<file path="src/rtl/vc_router_param_pkg.sv">
// Shared types and helpers for the parametrised VC router.
// Holds the arbitration-mode encoding and the id-width helper used for field slicing.
// Imported by the router top and its FIFO sub-module.
package vc_router_param_pkg;

  // Arbitration modes selectable through the ARB_MODE parameter.
  typedef enum logic {
    ARB_STRICT = 1'b0,
    ARB_RR     = 1'b1
  } arb_mode_e;

  // Width of an index field that names one of n items (never narrower than 1 bit).
  function automatic int idx_w(input int n);
    return (n > 1) ? $clog2(n) : 1;
  endfunction

endpackage

</file>
<file path="src/rtl/vc_router_param_fifo.sv">
// Generic synchronous FIFO with full/empty/almost flags and sticky overflow/underflow errors.
// Latency: a pushed word is visible at dout the cycle after the push edge.
// Backpressure: push into a full FIFO is dropped unless a pop frees the slot in the same edge.
module fifo_param
  import vc_router_param_pkg::*;
#(
  parameter int DATA_W    = 6,
  parameter int DEPTH     = 4,
  parameter int AF_THRESH = 3,
  parameter int AE_THRESH = 1
) (
  input  logic              clk,
  input  logic              reset_L,
  input  logic              push,
  input  logic              pop,
  input  logic [DATA_W-1:0] din,
  output logic [DATA_W-1:0] dout,
  output logic              full,
  output logic              empty,
  output logic              almost_full,
  output logic              almost_empty,
  output logic              err_overflow,
  output logic              err_underflow
);

  localparam int AW = idx_w(DEPTH);
  localparam int CW = $clog2(DEPTH) + 1;

  logic [DATA_W-1:0] mem [DEPTH];
  logic [AW-1:0]     wr_ptr;
  logic [AW-1:0]     rd_ptr;
  logic [CW-1:0]     count;
  logic              do_push;
  logic              do_pop;

  assign full         = (count == CW'(DEPTH));
  assign empty        = (count == '0);
  assign almost_full  = (count >= CW'(AF_THRESH));
  assign almost_empty = (count <= CW'(AE_THRESH));
  assign dout         = mem[rd_ptr];

  // A pop on a full FIFO frees the slot the simultaneous push lands in.
  assign do_pop  = pop && !empty;
  assign do_push = push && (!full || do_pop);

  // Storage array: no reset needed, validity is tracked by count.
  always_ff @(posedge clk) begin
    if (do_push) mem[wr_ptr] <= din;
  end

  // Pointers, occupancy and sticky error flags.
  always_ff @(posedge clk) begin
    if (!reset_L) begin
      wr_ptr        <= '0;
      rd_ptr        <= '0;
      count         <= '0;
      err_overflow  <= 1'b0;
      err_underflow <= 1'b0;
    end else begin
      if (do_push) wr_ptr <= wr_ptr + AW'(1);
      if (do_pop)  rd_ptr <= rd_ptr + AW'(1);
      case ({do_push, do_pop})
        2'b10:   count <= count + CW'(1);
        2'b01:   count <= count - CW'(1);
        default: count <= count;
      endcase
      err_overflow  <= err_overflow  | (push && !do_push);
      err_underflow <= err_underflow | (pop && empty);
    end
  end

endmodule

</file>
<file path="src/rtl/vc_router_param.sv">
// Routes words from NUM_VC input VC FIFOs to NUM_DEST destination FIFOs via one arbitrated transfer per cycle.
// Latency: 3 cycles from wr_enable to earliest valid_d (push, transfer, registered pop).
// Backpressure: a VC head stalls while its destination FIFO is almost full; VC overflow drops the word.
module vc_router_param
  import vc_router_param_pkg::*;
#(
  parameter int DATA_W    = 6,
  parameter int NUM_VC    = 2,
  parameter int NUM_DEST  = 2,
  parameter int DEPTH     = 4,
  parameter int AF_THRESH = 3,
  parameter int AE_THRESH = 1,
  parameter int ARB_MODE  = 0
) (
  input  logic                       clk,
  input  logic                       reset_L,
  input  logic                       wr_enable,
  input  logic [DATA_W-1:0]          data_in,
  input  logic [NUM_DEST-1:0]        dest_pop,
  output logic [NUM_DEST*DATA_W-1:0] data_out_d,
  output logic [NUM_DEST-1:0]        valid_d,
  output logic [NUM_VC-1:0]          vc_full,
  output logic [NUM_VC-1:0]          vc_empty,
  output logic [NUM_VC-1:0]          vc_almost_full,
  output logic [NUM_DEST-1:0]        dest_empty,
  output logic [NUM_VC-1:0]          error_vc,
  output logic [NUM_DEST-1:0]        error_d
);

  localparam int DEST_W = idx_w(NUM_DEST);
  localparam int VC_W   = idx_w(NUM_VC);

  // Word layout: destination id in the top DEST_W bits, VC id directly below it.
  logic [VC_W-1:0]                  in_vc;
  logic [NUM_VC-1:0][DATA_W-1:0]    vc_head;
  logic [NUM_VC-1:0]                vc_push;
  logic [NUM_VC-1:0]                vc_pop;
  logic [NUM_VC-1:0]                vc_elig;
  logic [NUM_VC-1:0]                unused_vc_ae;
  logic [NUM_VC-1:0]                unused_vc_uf;
  logic [NUM_DEST-1:0][DATA_W-1:0]  dest_head;
  logic [NUM_DEST-1:0]              dest_push;
  logic [NUM_DEST-1:0]              dest_af;
  logic [NUM_DEST-1:0]              unused_dest_full;
  logic [NUM_DEST-1:0]              unused_dest_ae;
  logic [NUM_DEST-1:0]              unused_dest_of;
  logic [VC_W-1:0]                  rr_ptr;
  logic [VC_W-1:0]                  arb_start;
  logic [VC_W-1:0]                  arb_cand;
  logic [VC_W-1:0]                  win;
  logic                             xfer_vld;
  logic [DATA_W-1:0]                xfer_dat;
  logic [DEST_W-1:0]                xfer_dest;

  assign in_vc     = data_in[DATA_W-1-DEST_W -: VC_W];
  assign xfer_dat  = vc_head[win];
  assign xfer_dest = xfer_dat[DATA_W-1 -: DEST_W];

  for (genvar v = 0; v < NUM_VC; v++) begin : g_vc
    assign vc_push[v] = wr_enable && (in_vc == VC_W'(v));
    assign vc_pop[v]  = xfer_vld && (win == VC_W'(v));
    assign vc_elig[v] = !vc_empty[v] && !dest_af[vc_head[v][DATA_W-1 -: DEST_W]];

    fifo_param #(
      .DATA_W(DATA_W), .DEPTH(DEPTH), .AF_THRESH(AF_THRESH), .AE_THRESH(AE_THRESH)
    ) u_vc_fifo (
      .clk(clk), .reset_L(reset_L),
      .push(vc_push[v]), .pop(vc_pop[v]), .din(data_in), .dout(vc_head[v]),
      .full(vc_full[v]), .empty(vc_empty[v]),
      .almost_full(vc_almost_full[v]), .almost_empty(unused_vc_ae[v]),
      .err_overflow(error_vc[v]), .err_underflow(unused_vc_uf[v])
    );
  end

  for (genvar k = 0; k < NUM_DEST; k++) begin : g_dest
    assign dest_push[k] = xfer_vld && (xfer_dest == DEST_W'(k));

    fifo_param #(
      .DATA_W(DATA_W), .DEPTH(DEPTH), .AF_THRESH(AF_THRESH), .AE_THRESH(AE_THRESH)
    ) u_dest_fifo (
      .clk(clk), .reset_L(reset_L),
      .push(dest_push[k]), .pop(dest_pop[k]), .din(xfer_dat), .dout(dest_head[k]),
      .full(unused_dest_full[k]), .empty(dest_empty[k]),
      .almost_full(dest_af[k]), .almost_empty(unused_dest_ae[k]),
      .err_overflow(unused_dest_of[k]), .err_underflow(error_d[k])
    );
  end

  // Pick the transfer winner: first eligible VC scanning up from rr_ptr (round-robin) or from 0 (strict).
  always_comb begin
    xfer_vld  = 1'b0;
    win       = '0;
    arb_cand  = '0;
    arb_start = (ARB_MODE == int'(ARB_RR)) ? rr_ptr : '0;
    for (int i = 0; i < NUM_VC; i++) begin
      arb_cand = arb_start + VC_W'(i);
      if (!xfer_vld && vc_elig[arb_cand]) begin
        xfer_vld = 1'b1;
        win      = arb_cand;
      end
    end
  end

  // Round-robin pointer advances past the winner only when a transfer happens.
  always_ff @(posedge clk) begin
    if (!reset_L)      rr_ptr <= '0;
    else if (xfer_vld) rr_ptr <= win + VC_W'(1);
  end

  // Registered destination outputs: capture the head on a successful pop, otherwise hold data.
  always_ff @(posedge clk) begin
    if (!reset_L) begin
      data_out_d <= '0;
      valid_d    <= '0;
    end else begin
      for (int k = 0; k < NUM_DEST; k++) begin
        if (dest_pop[k] && !dest_empty[k]) begin
          data_out_d[k*DATA_W +: DATA_W] <= dest_head[k];
          valid_d[k]                     <= 1'b1;
        end else begin
          valid_d[k] <= 1'b0;
        end
      end
    end
  end

endmodule
</file>
<file path="config.mk">
export PLATFORM = sky130hd
export DESIGN_NAME = vc_router_param
export DESIGN_NICKNAME = d
export VERILOG_FILES = /design/src/rtl/vc_router_param_pkg.sv /design/src/rtl/vc_router_param_fifo.sv /design/src/rtl/vc_router_param.sv
export SDC_FILE = /design/constraint.sdc
export NUM_CORES = 1
export LEC_CHECK = 0
export BUFFER_PORTS_ARGS = -buffer_cell sky130_fd_sc_hd__buf_4
export CORE_MARGIN = 4
export CORE_UTILIZATION = 50
export DETAILED_ROUTE_END_ITERATION = 8
export PLACE_DENSITY = 0.71
export SLEW_MARGIN = 15
export SYNTH_ARGS = -nofsm -noshare
export SYNTH_HDL_FRONTEND = slang
export SYNTH_SLANG_ARGS = --single-unit
</file>
<file path="constraint.sdc">
create_clock -name clk -period 4.4 [get_ports clk]
set_input_delay 0.88 -clock clk [delete_from_list [all_inputs] [get_ports clk]]
set_output_delay 0.88 -clock clk [all_outputs]
set_load 0.05 [all_outputs]
</file>
After elaboration in Yosys (flattened, before gate mapping). Memory sizes are Yosys's and may differ from the RTL's. A register that Yosys moved wholly into a read port is not among the register bits. Index checks and enable logic that the tools add are counted. W data, S select, Z words.

RAM bits: 96. Input bits: 11. Bits in latches: 0. Logic and storage cells: 138. Bits in read-only memories: 0. Memories kept: 4. Bits in registers: 34.

Memory list: g_dest[0].u_dest_fifo.mem (depth 4, width 6, rd ports 1, clocked after memory_dff 1, write ports 1, line vc_router_param_fifo.sv:29) `logic [DATA_W-1:0] mem [DEPTH];`; g_dest[1].u_dest_fifo.mem (depth 4, width 6, rd ports 1, clocked after memory_dff 1, write ports 1, line vc_router_param_fifo.sv:29); g_vc[0].u_vc_fifo.mem (depth 4, width 6, rd ports 1, clocked after memory_dff 1, write ports 1, line vc_router_param_fifo.sv:29); g_vc[1].u_vc_fifo.mem (depth 4, width 6, rd ports 1, clocked after memory_dff 1, write ports 1, line vc_router_param_fifo.sv:29).

Shift operators: 0. Order comparisons: 7. Multiply operators: 0. $add $sub $neg: 16. Div/mod/pow operators: 0. Reduce and logical (&&, ||, !) cells: 48. Bitwise gates (word level): 7. Multiplexer cells: 27. Eq/ne operators: 12.

Operators with widths (number): $pmux W3 S2 (4); $logic_and A1 B1 Y1 (21); $mux W1 (17); $add A2 B1 Y2 const B (8); $logic_not A1 Y1 (15); $add A3 B1 Y3 const B (4); $eq A3 B3 Y1 const B (4); $ge A3 B2 Y1 const B (4); $logic_not A3 Y1 (4); $mux W6 (2); $sub A3 B1 Y3 const B (4); $eq A2 B1 Y1 const B (4); $eq A2 B2 Y1 const B (4); $mux W2 (4); $reduce_bool A2 Y1 (4); $lt A1 B2 Y1 const B (3); $logic_or A1 B1 Y1 (4); $or A1 B1 Y1 (4); $not A1 Y1 (3).

Longest topological paths before layout.
Word-level depth: 17. Depth in mapped cells: 11. Mapped depth without buffers: 9.

Cells and area by module. A second synthesis with hierarchy kept.

Cell total of the unflattened synthesis: 552. Area total of the unflattened synthesis: 7151.9 µm².

Modules (own cells, without submodules): fifo_param at g_vc[0].u_vc_fifo ... (cells each 120, times used 2, area each 1620.3 µm²); fifo_param at g_dest[0].u_dest_fifo ... (cells each 120, times used 2, area each 1594.0 µm²); vc_router_param (cells each 72, times used 1, area each 723.2 µm²).

Worst setup path before layout. OpenSTA, ideal clock, no wires.

Kind: reg-to-reg. Start: register with a tool-made name. End: register g_vc[1].u_vc_fifo.count[2]. Path slack: 1.662 ns. Required time: 4.286 ns. Buffers on the path: 2. Cell stages (with the launch flop): 12. Arrival time: 2.624 ns. Cell sequence: dfxtp_1 > buf_6 > mux4_2 > mux2i_4 > o211a_4 > buf_6 > and2_4 > fa_1 > nor3b_1 > mux2i_1 > xor2_1 > nor2_1.

RTL lines: end signal, assigned (line vc_router_param_fifo.sv:63) `2'b10: count <= count + CW'(1);`; end signal, assigned (line vc_router_param_fifo.sv:64) `2'b01: count <= count - CW'(1);`; end signal, assigned (line vc_router_param_fifo.sv:65) `default: count <= count;`; end, declared (line vc_router_param_fifo.sv:32) `logic [CW-1:0] count;`.

==> summary.txt <==
Status
  • Status: completed

Yosys
  • Async SR Flop Fraction: 0%
  • Flops & latches, synth: 146
  • Yosys warns: 0
  • Syn avg cell area: 14.6 µm²
  • Cell accounting for the most synthesized area: edfxtp_1
  • Synth top cells by count: edfxtp_1, dfxtp_1, nand2_1
  • Syn Inst Count: 423
  • Syn nets: 454
  • Main synth FF type: edfxtp_1
  • Post-Syn Area: 6180 µm²
  • Ranking of synthesized cells by area: edfxtp_1, dfxtp_1, mux4_2
  • Area share of the leading cell type in the synthesized netlist: 46.7%
  • Most frequent cell after synthesis: edfxtp_1
  • Distinct cells, synth: 44
  • Register area share after synthesis: 62.9%
  • EDFF count, synth: 96

Timing
  • Max-Slew Margin vs Limit: 50.9%
  • Period utilisation layout: 68.3%
  • Clock skew: 0.00932 ns
  • Fin crit period: 3.00 ns
  • Final hold viol count: 0
  • RSZ-0062 raised after global routing: false
  • TNS Setup: 0 ns
  • Final Max Slew Viols: 0
  • Fmax: 333 MHz
  • Worst hold margin: 0.461 ns
  • Count of final setup violators: 0
  • Least-Margin Pin Slew: 0.735 ns

Critical path
  • Critical Path End Type: flip-flop
  • Critical path required time: 4.72 ns
  • CP max FO: 12
  • Slowest-stage cell, CP: mux4_2
  • CP cell instances: mux4_2, a211oi_1, o21a_1, nor2_1, fa_1, nor3_1, nor3_1, a211oi_1
  • Slowest stage delay, CP: 0.63 ns
  • Critical path endpoint: g_dest[0].u_dest_fifo.count[2]
  • R2r setup slk: 1.40 ns
  • Reg-to-reg endpoint: g_dest[0].u_dest_fifo.count[2]
  • R2R cell count: 8
  • Setup crit start kind: flip-flop
  • Setup CP Type: flip-flop to flip-flop
  • Critical path arrival: 3.33 ns

Pwr
  • Sw frac: 34.2%
  • Pwr Density: 744 nW/µm²
  • Switching power: 1.80 mW
  • Gate power share: 34.3%
  • Seq pwr share: 38.6%
  • P_int: 3.46 mW
  • Pleak: 2.53 nW
  • Max VDD drop: 0.428 mV
  • Clk network pwr share: 27.1%

Final layout
  • Multi-input logic area: 2070 µm²
  • Layout area overhead: 14.3%
  • Ant diodes: 0
  • Final nets: 480
  • Fillcell total: 927
  • Share of post-route cells with drive strength above 1: 21.2%
  • Post-layout instance area: 7060 µm²
  • Layout Cells excl Fill: 630
  • Register Area: 3880 µm²

Detailed routing
  • Starting DRT DRC Count: 159
  • Drt first pass iters: 6
  • WL final: 10500 µm
  • DRC violations left: 0
  • Via density: 5.21
  • Vias post-DR: 3281
  • DR WL/cell: 16.7 µm
  • Routed Antenna Nets: 0

Die
  • Initial Util: 51.2%
  • Core area: 12100 µm²
  • Die Ht: 119 µm
  • Row cnt: 40
  • Die area: 14200 µm²
  • IO Pins: 37
  • Die width: 119 µm

Clock tree
  • Clk slew on worst S/H paths: 0.06 ns
  • H-Tree Depth: 4
  • CTS tree: done
  • Clock Path Buffers: 2
  • Post-CTS setup buffer count: 0
  • Hold buffers post-CTS: 0
  • Total CTS buffers: 17
  • Worst-skew pair later-pin latency: 0.42 ns
  • # resized after CTS: 0
  • # clock sinks: 146
  • Root Driver: clkbuf_16

Place
  • IO buf count: 36
  • Placed cell area: 6470 µm²
  • Placed wire-length estimate: 7110 µm
  • Routability congestion estimate: 0.749
  • Placed cell count: 598

GRT
  • Global routing's busiest layer: met2
  • Met1 Track Usage GR: 20.2%
  • Largest net degree at the start of global routing: 39
  • Total GRT Usage: 16.2%
  • Initial antenna violation count: 0
  • First-pass GRT wire length: 17300 µm
  • Vias in the first global route: 3308
  • M3 GR Usage: 5.22%
  • Remaining Overflow, GRT: 0
  • Met2 usage: 25.8%

Hold path
  • Worst Hold Class: flip-flop to flip-flop

Job
  • Max_cap viols: 0
layer usage:
layer	part of all wire [%]	up-vias
li1	-	1575
met1	43	1616
met2	50	69
met3	4.8	21
met4	2.2	0
met5	0	-
logic make-up after synthesis:
group           synth area share (%)
compound gates                  5.06
flops                           62.9
xor+xnor                        2.69
fa+ha+maj                       4.54
mux                             11.4
simple gates                    9.72
buf+inv                         3.67
flip-flops by register name, indices dropped and copies added (netlist names), 4 cells and up, named ones only:
register	cells
g_dest.u_dest_fifo.mem	48
g_vc.u_vc_fifo.mem	48
data_out_d	12
g_dest.u_dest_fifo.count	6
g_vc.u_vc_fifo.count	6
g_dest.u_dest_fifo.rd_ptr	4
g_dest.u_dest_fifo.wr_ptr	4
g_vc.u_vc_fifo.rd_ptr	4
g_vc.u_vc_fifo.wr_ptr	4
power by group through the flow:
stage / Sequential, mW / Clock (mW) / Combinational [mW]
final: 2.03 / 1.42 / 1.80
after global routing: 2.07 / 1.51 / 1.97
after CTS: 2.04 / 1.45 / 1.82
after detailed placement: 2.06 / 0 / 1.80
after global placement: 2.05 / 0 / 1.77
after floorplan: 2.11 / 0 / 1.42
worst min path at each step:
stage	start	endpoint	slack, ns	cells past startpoint
after floorplan	g_dest[1].u_dest_fifo.err_underflow	g_dest[1].u_dest_fifo.err_underflow	0.44	2
after global routing	data_out_d[0]	data_out_d[0]	0.48	2
after detailed placement	data_out_d[10]	data_out_d[10]	0.46	2
after CTS	data_out_d[10]	data_out_d[10]	0.47	2
after global placement	data_out_d[1]	data_out_d[1]	0.45	2
final	data_out_d[0]	data_out_d[0]	0.46	2
worst max-delay path, delay by kind of cell, from the launching register on:
family / cells / cell delay (ns)
AO/OA/AOI/OAI: 3 / 0.87
multiplexers: 1 / 0.63
flip-flops: 1 / 0.55
AND/OR/NAND/NOR: 3 / 0.47
adder cells (fa/ha/maj): 1 / 0.40
placed cells by master, fill, tap and decap left out, drive strengths merged, types with 3 or more instances in the layout:
cell	count
fa	4
and2	34
mux4	24
buf	36
a211oi	3
bufinv	3
xnor2	12
mux2i	4
nor2b	6
edfxtp	96
a21o	3
a21boi	12
xor2	7
inv	11
mux2	7
nor2	20
o21ai	3
clkbuf	22
nand2b	4
nand2	36
nand3	5
ha	16
dfxtp	50
a21oi	13
a31oi	3
clkinv	5
nor3	7
stage by stage:
stage          utilization [%]  worst slack (ns)  power [mW]
2_1_floorplan                -              1.66        3.53
3_3_place_gp              53.7              1.46        3.81
3_5_place_dp              53.7              1.43        3.87
4_1_cts                   58.5              1.37        5.30
5_1_grt                   58.5              1.03        5.56
6_report                  58.5              1.40        5.26
area by class of cell:
| class | count | share of cell area (%) |
|---|---|---|
| multi-input cells | 237 | 29.3 |
| well taps | 168 | 2.98 |
| flip-flops and latches | 146 | 55.0 |
| clock inverters | 10 | 1.90 |
| inverters | 11 | 0.585 |
| repair buffers | 36 | 3.83 |
| clock buffers | 22 | 6.43 |
No activity file was read; power rests on OpenSTA's default activity.
